### config.mk
export PLATFORM = sky130hd
export DESIGN_NAME = rr_arbiter
export DESIGN_NICKNAME = d
export VERILOG_FILES = /design/src/rtl/rr_arbiter_pkg.sv /design/src/rtl/rr_pick.sv /design/src/rtl/rr_arbiter.sv
export SDC_FILE = /design/constraint.sdc
export NUM_CORES = 1
export LEC_CHECK = 0
export ABC_AREA = 1
export CAP_MARGIN = 10
export CORE_MARGIN = 2
export CORE_UTILIZATION = 45
export CTS_BUF_LIST = sky130_fd_sc_hd__clkbuf_16
export CTS_CLUSTER_SIZE = 24
export DETAILED_ROUTE_END_ITERATION = 12
export PLACE_DENSITY = 0.78
export SLEW_MARGIN = 30
export SYNTH_ARGS = -nofsm -noshare
export SYNTH_HDL_FRONTEND = slang
export SYNTH_SLANG_ARGS = --single-unit
export TNS_END_PERCENT = 30
### constraint.sdc
create_clock -name clk -period 2.13 [get_ports clk]
set_input_delay 0.5325 -clock clk [delete_from_list [all_inputs] [get_ports clk]]
set_output_delay 0.5325 -clock clk [all_outputs]
set_load 0.05 [all_outputs]
### src/rtl/rr_arbiter_pkg.sv
// rtl/rr_arbiter_pkg.sv - shared types and constants for the round-robin arbiter
//
// Contents:
//   N_MAX      largest supported channel count
//   CNT_W      width of the optional grant-hold counter
//   state_e    arbiter FSM state (IDLE: no grant, GRANT: one channel granted)
//   idx_width  index width for a given channel count

package rr_arbiter_pkg;

  localparam int N_MAX = 16;
  localparam int CNT_W = 8;

  typedef enum logic {
    IDLE  = 1'b0,
    GRANT = 1'b1
  } state_e;

  function automatic int idx_width(input int n);
    return (n > 1) ? $clog2(n) : 1;
  endfunction

endpackage

### src/rtl/rr_pick.sv
// rtl/rr_pick.sv - combinational rotate-priority search for the round-robin arbiter
//
// Parameters:
//   N       number of request channels
//   PW      index width
// Ports:
//   req     in   N   request vector
//   ptr     in   PW  channel where the search starts
//   found   out  1   some request bit is set
//   idx     out  PW  binary index of the winner, 0 when none
//   onehot  out  N   one-hot winner, 0 when none

module rr_pick
  import rr_arbiter_pkg::*;
#(
  parameter int N  = 4,
  parameter int PW = idx_width(N)
) (
  input  logic [N-1:0]  req,
  input  logic [PW-1:0] ptr,
  output logic          found,
  output logic [PW-1:0] idx,
  output logic [N-1:0]  onehot
);

  // Walk the channels starting at ptr, wrapping past N-1; the first set bit wins.
  always_comb begin
    int c;
    logic [PW-1:0] c_idx;
    c      = 0;
    c_idx  = '0;
    found  = 1'b0;
    idx    = '0;
    onehot = '0;
    for (int i = 0; i < N; i++) begin
      c = int'(ptr) + i;
      if (c >= N) begin
        c = c - N;
      end
      c_idx = PW'(c);
      if (!found && req[c_idx]) begin
        found         = 1'b1;
        idx           = c_idx;
        onehot[c_idx] = 1'b1;
      end
    end
  end

endmodule

### src/rtl/rr_arbiter.sv
// rtl/rr_arbiter.sv - round-robin arbiter with registered one-hot grant
//
// Optional feature macro: RR_ARBITER_TIMEOUT_EN (grant-hold limit with timeout pulse).
//
// Parameters:
//   N          number of request channels (2..16)
//   TIMEOUT    grant-hold limit in cycles (2..255), only used with the macro
// Ports:
//   clk        in   1         clock, rising edge
//   rst        in   1         asynchronous active-high reset
//   req        in   N         per-channel level request
//   ack        in   1         grant holder consumed its grant
//   grant      out  N         one-hot grant, 0 when idle
//   grant_idx  out  clog2(N)  index of granted channel, 0 when idle
//   valid      out  1         grant is non-zero
//   timeout    out  1         one-cycle pulse on forced revocation

module rr_arbiter
  import rr_arbiter_pkg::*;
#(
  parameter int N       = 4,
  parameter int TIMEOUT = 8
) (
  input  logic                 clk,
  input  logic                 rst,
  input  logic [N-1:0]         req,
  input  logic                 ack,
  output logic [N-1:0]         grant,
  output logic [$clog2(N)-1:0] grant_idx,
  output logic                 valid,
  output logic                 timeout
);

  localparam int PW = $clog2(N);

  if (N < 2 || N > N_MAX || TIMEOUT < 2 || TIMEOUT > 255) begin : g_param_check
    $error("rr_arbiter: N or TIMEOUT out of range");
  end

  state_e        state_q, state_d;
  logic [PW-1:0] ptr_q, ptr_d;
  logic [N-1:0]  grant_q, grant_d;
  logic [PW-1:0] grant_idx_q, grant_idx_d;
  logic          valid_q, valid_d;

  logic          pick_found;
  logic [PW-1:0] pick_idx;
  logic [N-1:0]  pick_onehot;
  logic [PW-1:0] ptr_inc;

`ifdef RR_ARBITER_TIMEOUT_EN
  logic [CNT_W-1:0] cnt_q, cnt_d;
  logic             timeout_q, timeout_d;
`endif

  rr_pick #(
    .N  (N),
    .PW (PW)
  ) u_pick (
    .req    (req),
    .ptr    (ptr_q),
    .found  (pick_found),
    .idx    (pick_idx),
    .onehot (pick_onehot)
  );

  // Channel after the current holder, wrapping at N-1 (N need not be a power of two).
  assign ptr_inc = (grant_idx_q == PW'(N - 1)) ? '0 : grant_idx_q + PW'(1);

  always_comb begin
    state_d     = state_q;
    ptr_d       = ptr_q;
    grant_d     = grant_q;
    grant_idx_d = grant_idx_q;
    valid_d     = valid_q;
`ifdef RR_ARBITER_TIMEOUT_EN
    cnt_d       = cnt_q;
    timeout_d   = 1'b0;
`endif
    case (state_q)
      IDLE: begin
        // ack is deliberately ignored here.
        if (pick_found) begin
          state_d     = GRANT;
          grant_d     = pick_onehot;
          grant_idx_d = pick_idx;
          valid_d     = 1'b1;
`ifdef RR_ARBITER_TIMEOUT_EN
          cnt_d       = '0;
`endif
        end
      end
      GRANT: begin
        // Only ack, the holder's own request bit and the hold limit matter here;
        // ack wins over a simultaneous drop or limit.
        if (ack) begin
          state_d     = IDLE;
          grant_d     = '0;
          grant_idx_d = '0;
          valid_d     = 1'b0;
          ptr_d       = ptr_inc;
        end else if (!req[grant_idx_q]) begin
          state_d     = IDLE;
          grant_d     = '0;
          grant_idx_d = '0;
          valid_d     = 1'b0;
        end
`ifdef RR_ARBITER_TIMEOUT_EN
        else if (cnt_q == CNT_W'(TIMEOUT - 1)) begin
          // Last permitted cycle: revoke and move on as if acknowledged.
          state_d     = IDLE;
          grant_d     = '0;
          grant_idx_d = '0;
          valid_d     = 1'b0;
          ptr_d       = ptr_inc;
          timeout_d   = 1'b1;
        end else begin
          cnt_d = cnt_q + CNT_W'(1);
        end
`endif
      end
      default: begin
        state_d     = IDLE;
        grant_d     = '0;
        grant_idx_d = '0;
        valid_d     = 1'b0;
      end
    endcase
  end

  always_ff @(posedge clk or posedge rst) begin
    if (rst) begin
      state_q     <= IDLE;
      ptr_q       <= '0;
      grant_q     <= '0;
      grant_idx_q <= '0;
      valid_q     <= 1'b0;
    end else begin
      state_q     <= state_d;
      ptr_q       <= ptr_d;
      grant_q     <= grant_d;
      grant_idx_q <= grant_idx_d;
      valid_q     <= valid_d;
    end
  end

`ifdef RR_ARBITER_TIMEOUT_EN
  always_ff @(posedge clk or posedge rst) begin
    if (rst) begin
      cnt_q     <= '0;
      timeout_q <= 1'b0;
    end else begin
      cnt_q     <= cnt_d;
      timeout_q <= timeout_d;
    end
  end

  assign timeout = timeout_q;
`else
  assign timeout = 1'b0;
`endif

  assign grant     = grant_q;
  assign grant_idx = grant_idx_q;
  assign valid     = valid_q;

endmodule

* Word-level counts from Yosys, hierarchy flattened
Cells that the tools add are included.
** Word-level totals
- Register bits after elaboration :: 10
- Bits in latches :: 0
- Memory bits (writable) :: 0
- Bits in read-only memories :: 0
- Bits of input ports :: 7
- Output and inout port bits :: 8
- Logic and storage cells :: 96
- Memories :: 0
** Operators by class
- Add/sub/neg operators :: 8
- Multipliers :: 0
- Div/mod/pow operators :: 0
- $lt $le $gt $ge :: 13
- Equal/unequal tests :: 3
- Shift operators :: 0
- Multiplexer cells :: 51
- Bitwise logic cells :: 4
- Reduce and logical (&&, ||, !) cells :: 12
** Operators by type and width (number)
- two-way mux 4 bit :: 7
- two-way mux 2 bit :: 12
- two-way mux 1 bit :: 19
- < comparator 2 x 3 -> 1 bit (second input constant) :: 5
- OR 4 bit :: 3
- binary-select mux 1 bit (select 2 bit) :: 5
- >= comparator 3 bit (second input constant) :: 3
- demux 1 bit (select 2 bit) :: 4
- >= comparator 2 x 1 -> 1 bit (second input constant) :: 4
- case mux 4 bit (2 select lines) :: 1
- subtractor 2 x 1 -> 2 bit (second input constant) :: 4
- logical AND 1 bit :: 7
- adder 2 x 2 -> 3 bit (second input constant) :: 2
- case mux 1 bit (2 select lines) :: 2
- case mux 2 bit (2 select lines) :: 1
- AND reduction 2 bit :: 2
- adder 2 x 1 -> 3 bit (second input constant) :: 1
- >= comparator 2 x 3 -> 1 bit (second input constant) :: 1
- logical NOT 1 bit :: 3
- != test 3 bit (second input constant) :: 1
- adder 2 x 1 -> 2 bit (second input constant) :: 1
- == test 2 bit (second input constant) :: 1
- != test 2 bit (second input constant) :: 1
- inverter 1 bit :: 1

* Logic depth before layout (Yosys ltp)
Gate-level depths: netlist of run 1.
- Depth after elaboration :: 16
- Gate-level depth with buffers :: 11
- Gate-level depth less buffers :: 11

* Modules after synthesis
A second synthesis of run 1 with hierarchy kept.
** Second synthesis, totals
- Cell total of the unflattened synthesis :: 129
- Area, all modules :: 904.6 um^2
** By module, submodules not included
- rr_arbiter :: times used 1, cells an instance 55, area each 464.2 um^2, sequential area each 250.2 um^2
- rr_pick :: times used 1, cells an instance 74, area each 440.4 um^2, sequential area each 0.0 um^2

* Least setup slack after synthesis of run 1
Ideal clock, no wire load.
- Path type :: flip-flop to flip-flop
- Start point :: reg ptr_q[0]
- End point :: reg grant_idx_q[0], in the netlist grant_idx[0]
- Arrival :: 1599 ps
- Data required time :: 2012 ps
- Setup slack :: 412 ps
- Stages on the path, launching flop included :: 12
- Clock period less this slack :: 1718 ps
- Cell sequence :: dfrtp_1 > inv_2 > ha_1 > inv_1 > nand2_1 > nand2_2 > nor2_4 > nand3_1 > nand2_1 > inv_1 > nand3_1 > nand2_1
** On the way
- Cells in the longest elaborated chain, start to end :: 16
** RTL lines
- from (decl) :: line rr_arbiter.sv:41 : logic [PW-1:0] ptr_q, ptr_d;
- from (signal assigned) :: line rr_arbiter.sv:140 : ptr_q <= ptr_d;
- branches (longest 16 deep; another with adder 2 x 1 -> 3 bit)
- to (signal assigned) :: line rr_arbiter.sv:142 : grant_idx_q <= grant_idx_d;
- to (decl) :: line rr_arbiter.sv:43 : logic [PW-1:0] grant_idx_q, grant_idx_d;
Several ways; the timed one is not identified. The select of a mux whose other input is x is not followed.
A chain may end at the register's enable or synchronous reset.

* Final worst setup path of run 1
- Start point :: reg grant_q[0], in the netlist grant[0]
- End point :: out grant[0]
** RTL lines
- from (decl) :: line rr_arbiter.sv:42 : logic [N-1:0] grant_q, grant_d;
- from (signal assigned) :: line rr_arbiter.sv:141 : grant_q <= grant_d;
- to (decl) :: line rr_arbiter.sv:28 : output logic [N-1:0] grant,
No word-level cell between the ends.

==> results of run 1 <==
## power breakdown
part / internal, mW / switching (mW)
Clock: 0.243 / 0.0802
Sequential: 0.271 / 0.0757
Combinational: 0.470 / 0.946
Total: 0.984 / 1.10
## sequential cells by signal (all words and copies together) (netlist names)
name	cells
ptr_q	2
valid	1
grant	4
grant_idx	2
state_q	1
## cell usage after synthesis, drive strengths merged
| library cell | count |
|---|---|
| o21ai | 1 |
| o31ai | 1 |
| nor2 | 6 |
| nand2 | 50 |
| ha | 8 |
| nand3b | 1 |
| a21boi | 4 |
| buf | 2 |
| inv | 13 |
| a31oi | 1 |
| a21oi | 7 |
| dfrtp | 10 |
| nand4 | 5 |
| o211ai | 1 |
| conb | 1 |
| nand3 | 18 |
## metrics by stage
step	hold slack (ns)	setup slack [ns]	area [sq um]	power (mW)	utilization
finish	0.486	0.207	1130	2.09	0.590
global route	0.513	0.0262	1130	2.26	0.590
CTS	0.487	0.203	1130	2.09	0.590
detailed placement	0.468	0.0666	1060	1.73	0.551
global placement	0.466	0.0843	1060	1.71	0.551
floorplan	0.373	0.412	897	1.40	-
## routing by layer
metal,up-vias,wire length [um],part of all wire,GRT usage
li1,460,-,-,-
met5,-,0,0,0
met4,0,29,0.014,0.0810
met2,21,1040,0.49,0.322
met1,422,958,0.45,0.247
met3,4,82,0.039,0.0525
## kinds of logic (layout without fill, tap and decap cells)
group	after synthesis	after routing	share of synthesized area
AO/OA/AOI/OAI	15	15	0.102
flip-flops	10	10	0.279
buffers and inverters	15	32	0.0753
other	1	1	0.00418
adder cells (fa/ha/maj)	8	8	0.112
AND/OR/NAND/NOR	80	80	0.428
## final cells by class
type | instances | area share
flip-flops and latches | 10 | 0.221
multi-input cells | 104 | 0.510
inverters | 13 | 0.0430
clock buffers | 3 | 0.0662
repair buffers | 16 | 0.130
well taps | 27 | 0.0298
## cells in the final DEF, fill, tap and decap left out, types with 2 or more instances in the layout
| master | synthesis | final |
|---|---|---|
| inv_1 | 12 | 12 |
| clkdlybuf4s50_1 | 0 | 11 |
| nand2_1 | 41 | 41 |
| nand3_2 | 2 | 2 |
| nand2_2 | 8 | 8 |
| nor2_1 | 5 | 5 |
| nand3_1 | 16 | 16 |
| buf_4 | 1 | 5 |
| clkbuf_16 | 0 | 3 |
| nand4_1 | 5 | 5 |
| ha_1 | 8 | 8 |
| a21oi_1 | 7 | 7 |
| dfrtp_1 | 10 | 10 |
| a21boi_0 | 4 | 4 |
## path summary, 6_finish.rpt
| path | end | slack (ns) | cells past startpoint |
|---|---|---|---|
| max | grant[0] | 0.21 | 1 |
| min | grant[0]$_DFFE_PP0P_ | 0.49 | 2 |
| max reg2reg | grant_idx[1]$_DFFE_PP0P_ | 0.22 | 11 |
| min reg2reg | grant[0]$_DFFE_PP0P_ | 0.49 | 2 |
| max in group asynchronous | valid$_DFFE_PP0P_ | 1.27 | 2 |
| min in group asynchronous | grant[0]$_DFFE_PP0P_ | 0.58 | 2 |
## worst register-to-register path: cells and delay by family (launching register included)
kind / cells / cell delay, ns
fa+ha+maj: 1 / 0.37
buf+inv: 3 / 0.37
flops: 1 / 0.47
simple gates: 7 / 0.64
==> impl_metrics.ini, run 1 <==
[finish]
multi_input_comb_area_sq_um = 579
n_antenna_cell = 0
regArea_sq_um = 250
drive_gt1_frac = 0.144
finalNonFillerCells = 173
n_fill_cell = 181
areaGrowthSynthToFinish_pct = 26.5
nets = 163

[floorplanning]
dieHeight_um = 48.7
ios = 15
core-area_sq_um = 1920
start_util = 0.467
dieWidth_um = 48.7
num_rows = 16
die-area_sq_um = 2370

[global_routing]
grt_pass1_wl_um = 3680
gr-usage-all-layers = 0.197
antenna_found_initial = 0
grt_max_degree = 11
grt-ovfl-total = 0
grt_pass1_vias = 843

[setup_path]
crit_family = buffers and inverters
r2r_start = ptr_q[1]$_DFFE_PP0P_
critPathKind = reg -> out
crit_buf_inv = 1
crit_required_ns = 1.60
setup.worst_path.start = grant[0]$_DFFE_PP0P_
crit_fanout = 2
path_cells = clkdlybuf4s50_1
start_kind = flop
critical_path_arrival_ns = 1.39
slowest_delay_ns = 0.82
worstSetupEndpointType = output port
cpMaxStageDelayCell = clkdlybuf4s50_1

[detailed_routing]
vias_per_cell = 5.24
routedWlPerCell_um = 12.2
first_iter_violations = 28
routed_wl_um = 2110
vias = 907
ant_nets = 0
drc = 0
dr.pass1.iters = 4

[job]
cap_viol_max_count = 0

[yosys]
syn-cell-area_sq_um = 897
synth_area_per_cell_sq_um = 6.95
yosys_register_bits = 10
synth.distinct_cells = 22
syn_nets = 144
yosysWarnings = 0
synth.area.top_cells = dfrtp_1 (28%), nand2_1 (17%), ha_1 (11%)
ys_seq_area_frac = 0.279
synth_cells = 129
synth.largest_area_cell = dfrtp_1
synth_top_area_frac = 0.279

[timing]
relSlewSlack = 0.657
hold_viol = 0
rsz0062_at_grt = no
finalSetupViolations = 0
period_needed_ns = 1.92
drv_slew = 0
max_slew.worst_pin.slew_ns = 0.513
fin_crit_sh = 0.903
fin_setup_tns_ns = 0
skew_ns = 0.00446
fmax_mhz = 520

[clocking]
cts_root_buf = clkbuf_16
cts_sinks = 10
post_cts_resized = 0
cts_buffer_depth = 2
cts_hold_buf = 0
numCtsBuffers = 3
cts_setup_buffers = 0
clock_latency_ns = 0.23
cts_tree = yes
htreeDepth = 1
clk_pin_slew_ns = 0.04

[place]
portBuffers = 13
dpl.cell_count = 170
place_congestion = 0.994
dp_hpwl_um = 1600

[power]
power.density_nw_per_um2 = 1840
p_leak_nw = 0.595
vdd_ir_drop_max_uv = 1300

[min_path]
hold_path.class = reg -> reg
hold_start = grant[0]$_DFFE_PP0P_

[run_status]
status = complete, no violations
Power figures use the tool's default switching activity.
==> run 2: changes to the inputs <==
--- a/config.mk
+++ b/config.mk
@@ -12,7 +12,9 @@
 export CTS_BUF_LIST = sky130_fd_sc_hd__clkbuf_16
 export CTS_CLUSTER_SIZE = 24
 export DETAILED_ROUTE_END_ITERATION = 12
+export GPL_ROUTABILITY_DRIVEN = 0
 export PLACE_DENSITY = 0.78
+export SETUP_SLACK_MARGIN = 0.3
 export SLEW_MARGIN = 30
 export SYNTH_ARGS = -nofsm -noshare
 export SYNTH_HDL_FRONTEND = slang
==> run 2 against run 1 <==
Effect of this change: power is 11% higher; sequential share of layout area is 1.6 points lower; register-to-register slack better by 0.15 ns; fmax rose by 0.62%; sequential power is 1% lower; hold slack better by 0.0033 ns; clock power is 2% higher; sequential cell count stayed put; critical path type unchanged; largest cell class unchanged; largest power group unchanged.
==> impl_metrics.ini, run 2 (same netlist as run 1, synthesis figures left out) <==
[run_status]
status = complete, no violations

[power]
power_frac_comb = 0.708
switchingPower_mw = 1.22
p_int_mw = 1.09
power.density_nw_per_um2 = 1880
vdd_ir_drop_max_uv = 1270
power.total_mw = 2.31
p_seq_frac = 0.149
switching_share = 0.527
pwr-share-clk = 0.143
p_leak_nw = 0.685

[timing]
whs_ns = 0.489
period_needed_ns = 1.91
fin_setup_tns_ns = 0
rsz0062_at_grt = yes
fmax_mhz = 523
fin_ws_ns = 0.219
fin_crit_sh = 0.897
drv_slew = 0
relSlewSlack = 0.665
finalSetupViolations = 0
skew_ns = 0.00550
hold_viol = 0
max_slew.worst_pin.slew_ns = 0.502

[clocking]
cts_buffer_depth = 2
cts_tree = yes
cts_root_buf = clkbuf_16
numCtsBuffers = 3
htreeDepth = 1
clock_latency_ns = 0.24
clk_pin_slew_ns = 0.04
cts_sinks = 10

[job]
cap_viol_max_count = 0

[setup_path]
crit_family = buffers and inverters
slowest_delay_ns = 0.80
path_cells = clkdlybuf4s50_1
critPathKind = reg -> out
worstSetupEndpointType = output port
crit_fanout = 2
start_kind = flop
cpMaxStageDelayCell = clkdlybuf4s50_1
crit_required_ns = 1.60
critical_path_arrival_ns = 1.38
crit_buf_inv = 1
r2r_setup_slack_ns = 0.37

[detailed_routing]
ant_nets = 0
drc = 0
vias = 950
first_iter_violations = 35
dr.pass1.iters = 4
routed_wl_um = 2530
routedWlPerCell_um = 14.2
vias_per_cell = 5.34

[finish]
largest_reg_flops = 4
finalNonFillerCells = 178
n_fill_cell = 168
nets = 168
final_cell_mix = nand2_1 (37), nand3_1 (16), nand2_2 (11)
layout_commonest_cell = nand2_1
utilization = 0.639
n_antenna_cell = 0
areaGrowthSynthToFinish_pct = 37.0
stdcell_area_sq_um = 1230
drive_gt1_frac = 0.232

[global_routing]
antenna_found_initial = 0
grt_pass1_vias = 843
grt_pass1_wl_um = 3680
grt-ovfl-total = 0
grt_max_degree = 11
gr-usage-all-layers = 0.197

[floorplanning]
num_rows = 16
die-area_sq_um = 2370
dieWidth_um = 48.7
start_util = 0.467
ios = 15
core-area_sq_um = 1920
dieHeight_um = 48.7

[min_path]
hold_path.class = reg -> reg

[place]
portBuffers = 13
dp_hpwl_um = 1600
pre_cts_ws_ns = 0.0666
placed_area_sq_um = 1060
dpl.cell_count = 170
run 2: final cells by class:
class	count	area, sq um	share of cell area
multi-input combinational	104	622	0.506
sequential	10	251	0.205
timing repair buffer	21	198	0.161
clock buffer	3	75.1	0.0611
inverter	13	48.8	0.0397
tap	27	33.8	0.0275
run 2: timing repair:
| action | 4_1_cts | 5_1_grt |
|---|---|---|
| pin swaps | 0 | 3 |
| resized for setup | 3 | 19 |
| hold buffers | 0 | 0 |
| buffers inserted | 0 | 5 |
| setup endpoints to repair | 11 | 10 |
run 2: final timing paths:
check | start | endpoint | cells after the start
worst max-delay path | valid$_DFFE_PP0P_ | valid | 1
worst min-delay path | grant[1]$_DFFE_PP0P_ | grant[1]$_DFFE_PP0P_ | 2
worst max register to register | ptr_q[0]$_DFFE_PP0P_ | grant_idx[1]$_DFFE_PP0P_ | 11
worst min register to register | grant[1]$_DFFE_PP0P_ | grant[1]$_DFFE_PP0P_ | 2
max in group asynchronous | rst | ptr_q[1]$_DFFE_PP0P_ | 2
min in group asynchronous | rst | grant_idx[0]$_DFFE_PP0P_ | 2
run 2: routing by layer:
metal,part of all wire,global-route usage,vias to the layer above
li1,-,-,468
met1,0.44,0.247,448
met2,0.52,0.322,32
met3,0.038,0.0525,2
met4,0.0067,0.0810,0
met5,0,0,-
run 2: power groups by stage:
stage / combinational, mW / clock [mW] / sequential [mW]
6_report: 1.63 / 0.329 / 0.343
5_1_grt: 1.79 / 0.334 / 0.352
2_1_floorplan: 0.903 / 0 / 0.501
3_3_place_gp: 1.37 / 0 / 0.345
3_5_place_dp: 1.38 / 0 / 0.348
4_1_cts: 1.40 / 0.331 / 0.346
==> run 3: changes to the inputs <==
--- a/config.mk
+++ b/config.mk
@@ -13,7 +13,7 @@
 export CTS_CLUSTER_SIZE = 24
 export DETAILED_ROUTE_END_ITERATION = 12
 export GPL_ROUTABILITY_DRIVEN = 0
-export PLACE_DENSITY = 0.78
+export PLACE_DENSITY = 0.69
 export SETUP_SLACK_MARGIN = 0.3
 export SLEW_MARGIN = 30
 export SYNTH_ARGS = -nofsm -noshare
==> constraint.sdc (replaced) <==
create_clock -name clk -period 2.13 [get_ports clk]
set_input_delay 0.5325 -clock clk [delete_from_list [all_inputs] [get_ports clk]]
set_output_delay 0.5325 -clock clk [all_outputs]
set_load 0.01 [all_outputs]
==> run 3 against run 2 <==
Effect of this change: clock-buffer cell count stayed put; critical path depth unchanged; die area stayed put; core utilization up 0.78 points; power shrank 4.7%.
==> impl_metrics.ini, run 3 (same netlist as run 1, synthesis figures left out) <==
[run_status]
status = complete, no violations

[timing]
fin_crit_sh = 0.831
drv_slew = 0
rsz0062_at_grt = yes
hold_viol = 0
fin_setup_tns_ns = 0
skew_ns = 0.00530
fmax_mhz = 565
period_needed_ns = 1.77
finalSetupViolations = 0

[setup_path]
r2r-end = grant_idx[1]$_DFFE_PP0P_
setup.worst_path.start = grant_idx[1]$_DFFE_PP0P_
crit_fanout = 5
critical_path_arrival_ns = 1.24
slowest_delay_ns = 0.57
worstSetupEndpointType = output port
crit_required_ns = 1.60
path_cells = clkdlybuf4s50_1
r2r_setup_slack_ns = 0.46
crit_family = buffers and inverters
cp.depth = 1
critPathKind = reg -> out
start_kind = flop
reg2reg_depth = 11
r2r_start = ptr_q[0]$_DFFE_PP0P_
cpMaxStageDelayCell = clkdlybuf4s50_1
crit_buf_inv = 1

[global_routing]
grt_pass1_wl_um = 3660
grt-ovfl-total = 0
grt_pass1_vias = 888
antenna_found_initial = 0
gr-usage-all-layers = 0.193
grt_max_degree = 11

[finish]
n_fill_cell = 176
utilization = 0.647
drive_gt1_frac = 0.230
final_cell_mix = nand2_1 (35), nand3_1 (16), nand2_2 (12)
layout_commonest_cell = nand2_1
largest_reg_flops = 4
n_antenna_cell = 0
nets = 168
stdcell_area_sq_um = 1240
areaGrowthSynthToFinish_pct = 38.6

[detailed_routing]
dr.pass1.iters = 4
vias = 934
routedWlPerCell_um = 12.6
drc = 0
first_iter_violations = 32
vias_per_cell = 5.22
routed_wl_um = 2260
ant_nets = 0

[place]
portBuffers = 13
placed_area_sq_um = 1080
dp_hpwl_um = 1660

[min_path]
hold_start = valid$_DFFE_PP0P_
hold_depth = 2
holdPathEnd = valid$_DFFE_PP0P_
hold_path.class = reg -> reg

[job]
cap_viol_max_count = 0

[clocking]
cts_hold_buf = 0
cts_sinks = 10
clk_pin_slew_ns = 0.04
numCtsBuffers = 3
clock_latency_ns = 0.24
htreeDepth = 1
cts_tree = yes
cts_buffer_depth = 2
cts_root_buf = clkbuf_16

[floorplanning]
dieWidth_um = 48.7
num_rows = 16
die-area_sq_um = 2370
dieHeight_um = 48.7
ios = 15
core-area_sq_um = 1920
start_util = 0.467

[power]
vdd_ir_drop_max_uv = 1030
power.density_nw_per_um2 = 1770
p_leak_nw = 0.639
## run 3: cell count changes in the layout (fill, tap and decap cells not counted), sizes merged
| cell | change |
|---|---|
| clkinv | +1 |
| dlymetal6s2s | -3 |
| buf | -2 |
| clkdlybuf4s50 | +8 |
| dlygate4sd2 | -3 |
## run 3: worst max path at each step
stage                               endpoint  slack, ns
finish                          grant_idx[1]       0.36
global route        grant_idx[1]$_DFFE_PP0P_       0.27
CTS                 grant_idx[1]$_DFFE_PP0P_       0.30
detailed placement      grant[2]$_DFFE_PP0P_       0.06
global placement    grant_idx[1]$_DFFE_PP0P_        0.1
floorplan           grant_idx[0]$_DFFE_PP0P_       0.41
## run 3: report_power, final
part | switching, mW | total [mW] | internal [mW]
Combinational | 0.914 | 1.53 | 0.617
Sequential | 0.0638 | 0.336 | 0.273
Clock | 0.0836 | 0.329 | 0.246
## run 3: cell type report
cell class / instances / area [sq um] / share of cell area
clock buffers: 3 / 75.1 / 0.0604
flip-flops and latches: 10 / 251 / 0.202
well taps: 27 / 33.8 / 0.0272
inverters: 13 / 51.3 / 0.0412
multi-input cells: 104 / 633 / 0.509
repair buffers: 21 / 195 / 0.157
clock inverters: 1 / 3.75 / 0.00302
## run 3: metrics by stage
stage	power, mW	worst slack (ns)	hold slack, ns	instances
after detailed placement	1.64	0.0624	0.465	172
after global placement	1.62	0.0967	0.465	172
final	2.20	0.360	0.477	179
after CTS	1.99	0.297	0.477	176
after global routing	2.38	0.266	0.499	179
after floorplan	1.27	0.413	0.373	129
## run 3: metal layers
layer | vias up | track usage | routed length (um) | part of all wire
met5 | - | 0 | 0 | 0
met4 | 0 | 0.0476 | 42 | 0.019
met3 | 6 | 0.0525 | 120 | 0.053
met2 | 31 | 0.322 | 1100 | 0.49
met1 | 427 | 0.247 | 998 | 0.44
li1 | 470 | - | - | -
## run 3: timing repair
action / CTS / global route
buffers inserted: 0 / 3
pin swaps: 0 / 5
endpoints found under the setup margin: 2 / 7
endpoints found under the hold margin: 0 / 0
resized for setup: 1 / 17
